$ cat src/rtl/idli_pkg.sv
// Shared constants and types for the SQI serial-SRAM responder.
// Optional feature macro: IDLI_SQI_MEM_MODE_REG_EN (adds WRMR/RDMR mode register).
package idli_pkg;

  localparam logic [7:0] SQI_OP_WRMR  = 8'h01;
  localparam logic [7:0] SQI_OP_WRITE = 8'h02;
  localparam logic [7:0] SQI_OP_READ  = 8'h03;
  localparam logic [7:0] SQI_OP_RDMR  = 8'h05;

  // Page-mode wrap size in bytes.
  localparam int unsigned SQI_PAGE_BYTES = 32;

  // Mode register value after reset: sequential.
  localparam logic [7:0] SQI_MODE_RESET = 8'h40;

  typedef enum logic [2:0] {
    SQI_IDLE,
    SQI_CMD,
    SQI_ADDR,
    SQI_DUMMY,
    SQI_RDATA,
    SQI_WDATA,
    SQI_IGNORE
  } sqi_mem_state_t;

  // Encoded as mode register bits [7:6].
  typedef enum logic [1:0] {
    SQI_MODE_BYTE     = 2'b00,
    SQI_MODE_SEQ      = 2'b01,
    SQI_MODE_PAGE     = 2'b10,
    SQI_MODE_SEQ_ALT  = 2'b11
  } sqi_mem_mode_t;

endpackage

$ cat src/rtl/idli_sqi_mem_ram_m.sv
// DEPTH x 8 storage: one synchronous write port, one asynchronous read port.
module idli_sqi_mem_ram_m #(
  parameter int unsigned DEPTH = 256,
  parameter int unsigned AW    = (DEPTH > 1) ? $clog2(DEPTH) : 1
) (
  input  logic          i_clk,
  input  logic          i_we,
  input  logic [AW-1:0] i_waddr,
  input  logic [7:0]    i_wdata,
  input  logic [AW-1:0] i_raddr,
  output logic [7:0]    o_rdata
);

  logic [7:0] mem_q [DEPTH];

  // Write port: byte lands on the clock edge where i_we is high.
  // NOTE: the array has no reset branch; clearing it would turn the RAM into flops.
  always_ff @(posedge i_clk) begin
    if (i_we) begin
      mem_q[i_waddr] <= i_wdata;
    end
  end

  assign o_rdata = mem_q[i_raddr];

endmodule

$ cat src/rtl/idli_sqi_mem_m.sv
// SQI serial-SRAM responder: decodes opcode/address/dummy nibbles sampled on
// initiator SCK edges and serves byte writes and streamed reads over 4-bit SIO.
// Optional feature macro: IDLI_SQI_MEM_MODE_REG_EN (WRMR/RDMR mode register with
// byte/page/sequential addressing). Without it the device is always sequential.
module idli_sqi_mem_m
  import idli_pkg::*;
#(
  parameter int unsigned DEPTH = 256
) (
  input  logic       i_mem_gck,
  input  logic       i_mem_rst,
  input  logic       i_mem_sck,
  input  logic       i_mem_cs,
  input  logic [3:0] i_mem_sio,
  output logic [3:0] o_mem_sio,
  output logic       o_mem_sio_oe
);

  localparam int unsigned AW = (DEPTH > 1) ? $clog2(DEPTH) : 1;
  localparam logic [AW-1:0] PAGE_MASK =
    (DEPTH > SQI_PAGE_BYTES) ? AW'(SQI_PAGE_BYTES - 1) : '1;

  sqi_mem_state_t state_q, state_d;
  logic [1:0]     cnt_q, cnt_d;
  logic [11:0]    sr_q, sr_d;
  logic [7:0]     op_q, op_d;
  logic [AW-1:0]  addr_q, addr_d;
  logic           nib_q, nib_d;
  logic [3:0]     wbuf_q, wbuf_d;
  logic [3:0]     sio_q, sio_d;
  logic           oe_q, oe_d;
  logic           sck_q;

  logic           sck_rise, sck_fall;
  logic [7:0]     op_full;
  logic [15:0]    addr_full;
  logic [7:0]     wr_byte, rd_byte, ram_rdata;
  logic           ram_we;
  logic           is_rdmr, is_wrmr;
  logic           unused_addr;

  assign sck_rise    = i_mem_sck & ~sck_q;
  assign sck_fall    = ~i_mem_sck & sck_q;
  assign op_full     = {sr_q[3:0], i_mem_sio};
  assign addr_full   = {sr_q, i_mem_sio};
  assign wr_byte     = {wbuf_q, i_mem_sio};
  // Bits above the storage size are accepted on the wire and dropped.
  assign unused_addr = ^addr_full;

`ifdef IDLI_SQI_MEM_MODE_REG_EN
  logic [7:0]    mode_q, mode_d;
  sqi_mem_mode_t cur_mode;
  assign cur_mode = sqi_mem_mode_t'(mode_q[7:6]);
  assign is_rdmr  = (op_q == SQI_OP_RDMR);
  assign is_wrmr  = (op_q == SQI_OP_WRMR);
  assign rd_byte  = is_rdmr ? mode_q : ram_rdata;
`else
  localparam sqi_mem_mode_t cur_mode = SQI_MODE_SEQ;
  assign is_rdmr = 1'b0;
  assign is_wrmr = 1'b0;
  assign rd_byte = ram_rdata;
`endif

  // Address after one byte, honouring byte (hold), page (32-byte wrap) or sequential mode.
  function automatic logic [AW-1:0] next_addr(input logic [AW-1:0] a, input sqi_mem_mode_t m);
    logic [AW-1:0] inc;
    inc = a + AW'(1);
    case (m)
      SQI_MODE_BYTE: return a;
      SQI_MODE_PAGE: return (a & ~PAGE_MASK) | (inc & PAGE_MASK);
      default:       return inc;
    endcase
  endfunction

  idli_sqi_mem_ram_m #(.DEPTH(DEPTH), .AW(AW)) u_ram (
    .i_clk   (i_mem_gck),
    .i_we    (ram_we),
    .i_waddr (addr_q),
    .i_wdata (wr_byte),
    .i_raddr (addr_q),
    .o_rdata (ram_rdata)
  );

  // State, datapath and output registers; storage itself is never reset.
  // NOTE: sequential state uses <= so every register sees pre-edge values of the others.
  always_ff @(posedge i_mem_gck or posedge i_mem_rst) begin
    if (i_mem_rst) begin
      state_q <= SQI_IDLE;
      cnt_q   <= '0;
      sr_q    <= '0;
      op_q    <= '0;
      addr_q  <= '0;
      nib_q   <= 1'b0;
      wbuf_q  <= '0;
      sio_q   <= '0;
      oe_q    <= 1'b0;
      sck_q   <= 1'b0;
`ifdef IDLI_SQI_MEM_MODE_REG_EN
      mode_q  <= SQI_MODE_RESET;
`endif
    end else begin
      state_q <= state_d;
      cnt_q   <= cnt_d;
      sr_q    <= sr_d;
      op_q    <= op_d;
      addr_q  <= addr_d;
      nib_q   <= nib_d;
      wbuf_q  <= wbuf_d;
      sio_q   <= sio_d;
      oe_q    <= oe_d;
      sck_q   <= i_mem_sck;
`ifdef IDLI_SQI_MEM_MODE_REG_EN
      mode_q  <= mode_d;
`endif
    end
  end

  // Next-state and datapath decode, driven by detected SCK edges while CS is low.
  // NOTE: every output is given its hold value first so no path can infer a latch.
  always_comb begin
    state_d = state_q;
    cnt_d   = cnt_q;
    sr_d    = sr_q;
    op_d    = op_q;
    addr_d  = addr_q;
    nib_d   = nib_q;
    wbuf_d  = wbuf_q;
    sio_d   = sio_q;
    oe_d    = oe_q;
    ram_we  = 1'b0;
`ifdef IDLI_SQI_MEM_MODE_REG_EN
    mode_d  = mode_q;
`endif
    if (i_mem_cs) begin
      // Deselect: drop any half-byte of write data and release the bus.
      state_d = SQI_IDLE;
      cnt_d   = '0;
      nib_d   = 1'b0;
      oe_d    = 1'b0;
    end else begin
      case (state_q)
        // IDLE behaves as CMD so a rise coincident with CS falling is the first nibble.
        SQI_IDLE, SQI_CMD: begin
          state_d = SQI_CMD;
          if (sck_rise) begin
            sr_d = {sr_q[7:0], i_mem_sio};
            if (cnt_q == 2'd0) begin
              cnt_d = 2'd1;
            end else begin
              op_d  = op_full;
              cnt_d = '0;
              nib_d = 1'b0;
              case (op_full)
                SQI_OP_READ, SQI_OP_WRITE: state_d = SQI_ADDR;
`ifdef IDLI_SQI_MEM_MODE_REG_EN
                SQI_OP_WRMR:               state_d = SQI_WDATA;
                SQI_OP_RDMR:               state_d = SQI_RDATA;
`endif
                default:                   state_d = SQI_IGNORE;
              endcase
            end
          end
        end
        SQI_ADDR: begin
          if (sck_rise) begin
            sr_d  = {sr_q[7:0], i_mem_sio};
            cnt_d = cnt_q + 2'd1;
            if (cnt_q == 2'd3) begin
              addr_d  = addr_full[AW-1:0];
              state_d = (op_q == SQI_OP_READ) ? SQI_DUMMY : SQI_WDATA;
            end
          end
        end
        SQI_DUMMY: begin
          if (sck_rise) begin
            cnt_d = cnt_q + 2'd1;
            if (cnt_q == 2'd1) begin
              cnt_d   = '0;
              state_d = SQI_RDATA;
            end
          end
        end
        SQI_RDATA: begin
          if (sck_fall) begin
            oe_d  = 1'b1;
            sio_d = nib_q ? rd_byte[3:0] : rd_byte[7:4];
            nib_d = ~nib_q;
            if (nib_q && !is_rdmr) begin
              addr_d = next_addr(addr_q, cur_mode);
            end
          end
        end
        SQI_WDATA: begin
          if (sck_rise) begin
            if (!nib_q) begin
              wbuf_d = i_mem_sio;
              nib_d  = 1'b1;
            end else if (is_wrmr) begin
              nib_d   = 1'b0;
              state_d = SQI_IGNORE;
`ifdef IDLI_SQI_MEM_MODE_REG_EN
              mode_d  = wr_byte;
`endif
            end else begin
              nib_d  = 1'b0;
              ram_we = 1'b1;
              addr_d = next_addr(addr_q, cur_mode);
              if (cur_mode == SQI_MODE_BYTE) begin
                state_d = SQI_IGNORE;
              end
            end
          end
        end
        SQI_IGNORE: begin
          state_d = SQI_IGNORE;
        end
        default: begin
          state_d = SQI_IDLE;
        end
      endcase
    end
  end

  assign o_mem_sio    = sio_q;
  assign o_mem_sio_oe = oe_q;

endmodule

$ cat config.mk
export PLATFORM = sky130hd
export DESIGN_NAME = idli_sqi_mem_m
export DESIGN_NICKNAME = d
export VERILOG_FILES = /design/src/rtl/idli_pkg.sv /design/src/rtl/idli_sqi_mem_ram_m.sv /design/src/rtl/idli_sqi_mem_m.sv
export SDC_FILE = /design/constraint.sdc
export NUM_CORES = 2
export LEC_CHECK = 0
export ABC_AREA = 1
export CAP_MARGIN = 0
export CORE_MARGIN = 5
export CORE_UTILIZATION = 63
export DETAILED_ROUTE_END_ITERATION = 8
export PLACE_DENSITY = 0.77
export REMOVE_ABC_BUFFERS = 1
export SLEW_MARGIN = 20
export SYNTH_ARGS = -nofsm -noshare
export SYNTH_HDL_FRONTEND = slang
export SYNTH_SLANG_ARGS = --single-unit
$ cat constraint.sdc
create_clock -name i_mem_gck -period 5.75 [get_ports i_mem_gck]
set_input_delay 1.15 -clock i_mem_gck [delete_from_list [all_inputs] [get_ports i_mem_gck]]
set_output_delay 1.15 -clock i_mem_gck [all_outputs]
set_load 0.01 [all_outputs]
==> metrics.md <==
| Metric | Value |
|---|---|
| Number of global-route vias before repair | `56550` |
| CTS sink count | `2084` |
| Post-CTS Setup Inserts | `0` |
| RePlAce Congestion | `0.9252` |
| IO buf count | `12` |
| Congestion Overflow GR | `0` |
| CTS buffer count | `195` |
| Reg-to-Reg Start | `state_q[2]` |
| CP max FO | `22` |
| Relative slew slack | `20.39%` |
| Pre-antenna DRT Iters | `8` |
| Worst EP arrival | `5.16 ns` |
| Max-slew violations | `0` |
| Largest net degree at the start of global routing | `188` |
| DRC errors left | `0` |
| Via/cell ratio | `6.057` |
| Synth Register Bits | `2084` |
| Aggregate global-route resource usage | `31.32%` |
| Maxcap violations | `0` |
| Final net count | `7875` |
| Die area | `0.1454 mm2` |
| DRT iter0 DRCs | `8753` |
| Final hold violations | `0` |
| Worst VDD drop | `0.0008831 V` |
| Core box area | `0.1372 mm2` |
| Final setup violation count | `0` |
| Drt wl/cell | `23.53 um` |
| Data required time at the worst endpoint | `6.22 ns` |
| Sequential-to-total area share from yosys stat | `71.86%` |
| First-pass GRT wire length | `342500 um` |
| Total vias in the final route | `59520` |
| Area Overhead vs Synth | `9.171%` |
| Worst slew pin tran | `1.190 ns` |
| Reg2reg path depth | `10` |
| Yosys top cell area share | `70.82%` |
| PD cells | `506.1 mW/mm2` |
| H-tree depth | `4` |
| Clk Latency, worst-skew pair | `0.83 ns` |
| Share of cells above drive strength 1 | `5.367%` |
| Status | `completed` |
| Total number of yosys warnings | `0` |
| Worst reg2reg path endpoint | `u_ram.mem_q[184][1]` |
| CP Capture Point | `u_ram.mem_q[184][1]` |
| ANT nets after route | `0` |
| TNS Setup | `0 ns` |
| Cells after Synth | `7997` |
| Unrepaired setup endpoints after global routing | `false` |
| Main area contributors after synthesis | `edfxtp_1 71%, nand2_1 9.5%, nor2_1 7.4%` |
| Initial Util | `63.31%` |
| CP startpoint kind | `primary input` |
| CTS Buffer Depth | `3` |
| Hold Buf Count CTS | `0` |
| Part of the cycle the worst path needs | `81.60%` |
| Lkg Pwr | `0.03541 uW` |
| Final WL | `231200 um` |
| I/O pin count | `13` |
| Die width | `381.3 um` |
| Min cycle time layout | `4.692 ns` |
| Min-Delay Path Class | `reg -> reg` |
| Hpwl dp | `128500 um` |
| Post-CTS sizing | `0` |
| Max frequency | `213.1 MHz` |
| CP Launch Point | `i_mem_sck` |
| Die height | `381.3 um` |
| CP endpoint kind | `flop` |
| CTS tree | `yes` |
| Clk slew on worst S/H paths | `0.06 ns` |
| Netlist cell types | `31` |
| Critical path type | `in -> reg` |
| Worst reg2reg setup slack | `1.16 ns` |
| Hold_ws | `0.4932 ns` |
| Initial antenna violation count | `6` |
| Post-Route Utilization | `69.12%` |
| Layout Skew | `0.03204 ns` |
| Root buf cell | `clkbuf_16` |
| Synth area leader | `edfxtp_1` |
| Post-Synthesis Cell Area | `0.08684 mm2` |
| Avg Inst Size Synth | `10.86 um2` |
| # rows | `136` |
[critical path, stage by stage]
cell and delay [ns]:
clkdlybuf4s50_1 0.48, inv_1 0.06, nor2_1 0.21, inv_1 0.14
nor2_1 0.24, nand3_1 0.12, buf_4 0.28, inv_1 0.66
nand3_1 0.93, nor2_1 0.86
[synth_stat cells]
cell,number
a32o_1,1
edfxtp_1,2048
o221ai_1,2
inv_1,355
dfrtp_1,36
nand2_1,2199
a211oi_1,1
buf_2,186
buf_4,27
nand4_1,17
clkinv_1,6
a31oi_1,3
xor2_1,1
a21oi_1,18
buf_1,34
nor2_1,1701
nor3_1,19
o21ai_0,826
nor3_2,1
nand3_1,155
o22ai_1,41
o21ai_1,98
buf_6,27
ha_1,8
o211ai_1,5
mux2_2,1
a21o_1,2
clkbuf_1,172
nor4_1,4
buf_8,1
inv_2,2
[state kept, by name (all words and copies together) (netlist names)]
| name | count |
|---|---|
| sr_q | 4 |
| wbuf_q | 4 |
| nib_q | 1 |
| o_mem_sio | 4 |
| sck_q | 1 |
| o_mem_sio_oe | 1 |
| addr_q | 8 |
| op_q | 8 |
| state_q | 3 |
| cnt_q | 2 |
| u_ram.mem_q | 2048 |
[cells by family after synthesis]
kind of cell,count (synthesis),share of synthesized area (%)
fa+ha+maj,8,0.1153
mux,1,0.01297
compound gates,997,5.847
simple gates,4096,18.02
xor+xnor,1,0.01009
flops,2084,71.86
buf+inv,810,4.132
[layer usage]
layer	routed length (um)	share of wire (%)	global-route usage (%)	vias up
met4	11540	5.0	13.81	10
met1	84810	37	42.70	28240
met5	84	0.036	0	-
li1	-	-	-	26520
met2	104500	45	47.98	4067
met3	30300	13	8.587	680
[report_power, final]
part | internal, uW | switching [uW]
registers | 17900 | 554
logic | 3810 | 12400
clock network | 7730 | 5550
total | 29500 | 18500
[placed cells by master (no fill, tap or decap), types with 8 or more instances in the layout]
cell	count
nand2_2	10
clkbuf_1	41
o21ai_1	98
ha_1	8
bufinv_16	29
nor3_1	13
nand3_1	155
inv_1	355
edfxtp_1	2048
clkbuf_16	198
clkinv_1	38
o21ai_0	826
o22ai_1	41
nor2_1	1697
nand2_1	2187
clkbuf_8	8
buf_4	77
clkdlybuf4s50_1	8
nand4_1	17
dfrtp_1	30
clkinv_2	43
buf_12	22
a21oi_1	18
[worst min path at each step]
stage / from / endpoint / slack, ns / cells past startpoint
global route: op_q[0] / op_q[0] / 0.51 / 2
floorplan: op_q[0] / op_q[0] / 0.45 / 2
finish: op_q[0] / op_q[0] / 0.49 / 2
global placement: op_q[0] / op_q[0] / 0.47 / 2
CTS: op_q[0] / op_q[0] / 0.49 / 2
detailed placement: op_q[0] / op_q[0] / 0.47 / 2
[layout make-up]
class	count	area, um2
Sequential cell	2084	62420
Fill cell	9398	42350
Multi-Input combinational cell	5103	20940
Clock buffer	247	5219
Tap cell	1794	2245
Clock inverter	121	1398
Inverter	363	1380
Timing Repair Buffer	112	1186
Antenna cell	3	7.507
[metrics by stage]
step | worst slack [ns] | std cells | total power [uW] | instance area (um2)
6_report | 1.058 | 9827 | 47980 | 94800
3_3_place_gp | 0.5111 | 9455 | 34120 | 88110
4_1_cts | 1.320 | 9823 | 47490 | 94730
2_1_floorplan | -46.14 | 7550 | 26150 | 84610
3_5_place_dp | 0.4685 | 9455 | 34340 | 88110
5_1_grt | 0.9371 | 9824 | 49880 | 94790
No activity file was read; power rests on OpenSTA's default activity.
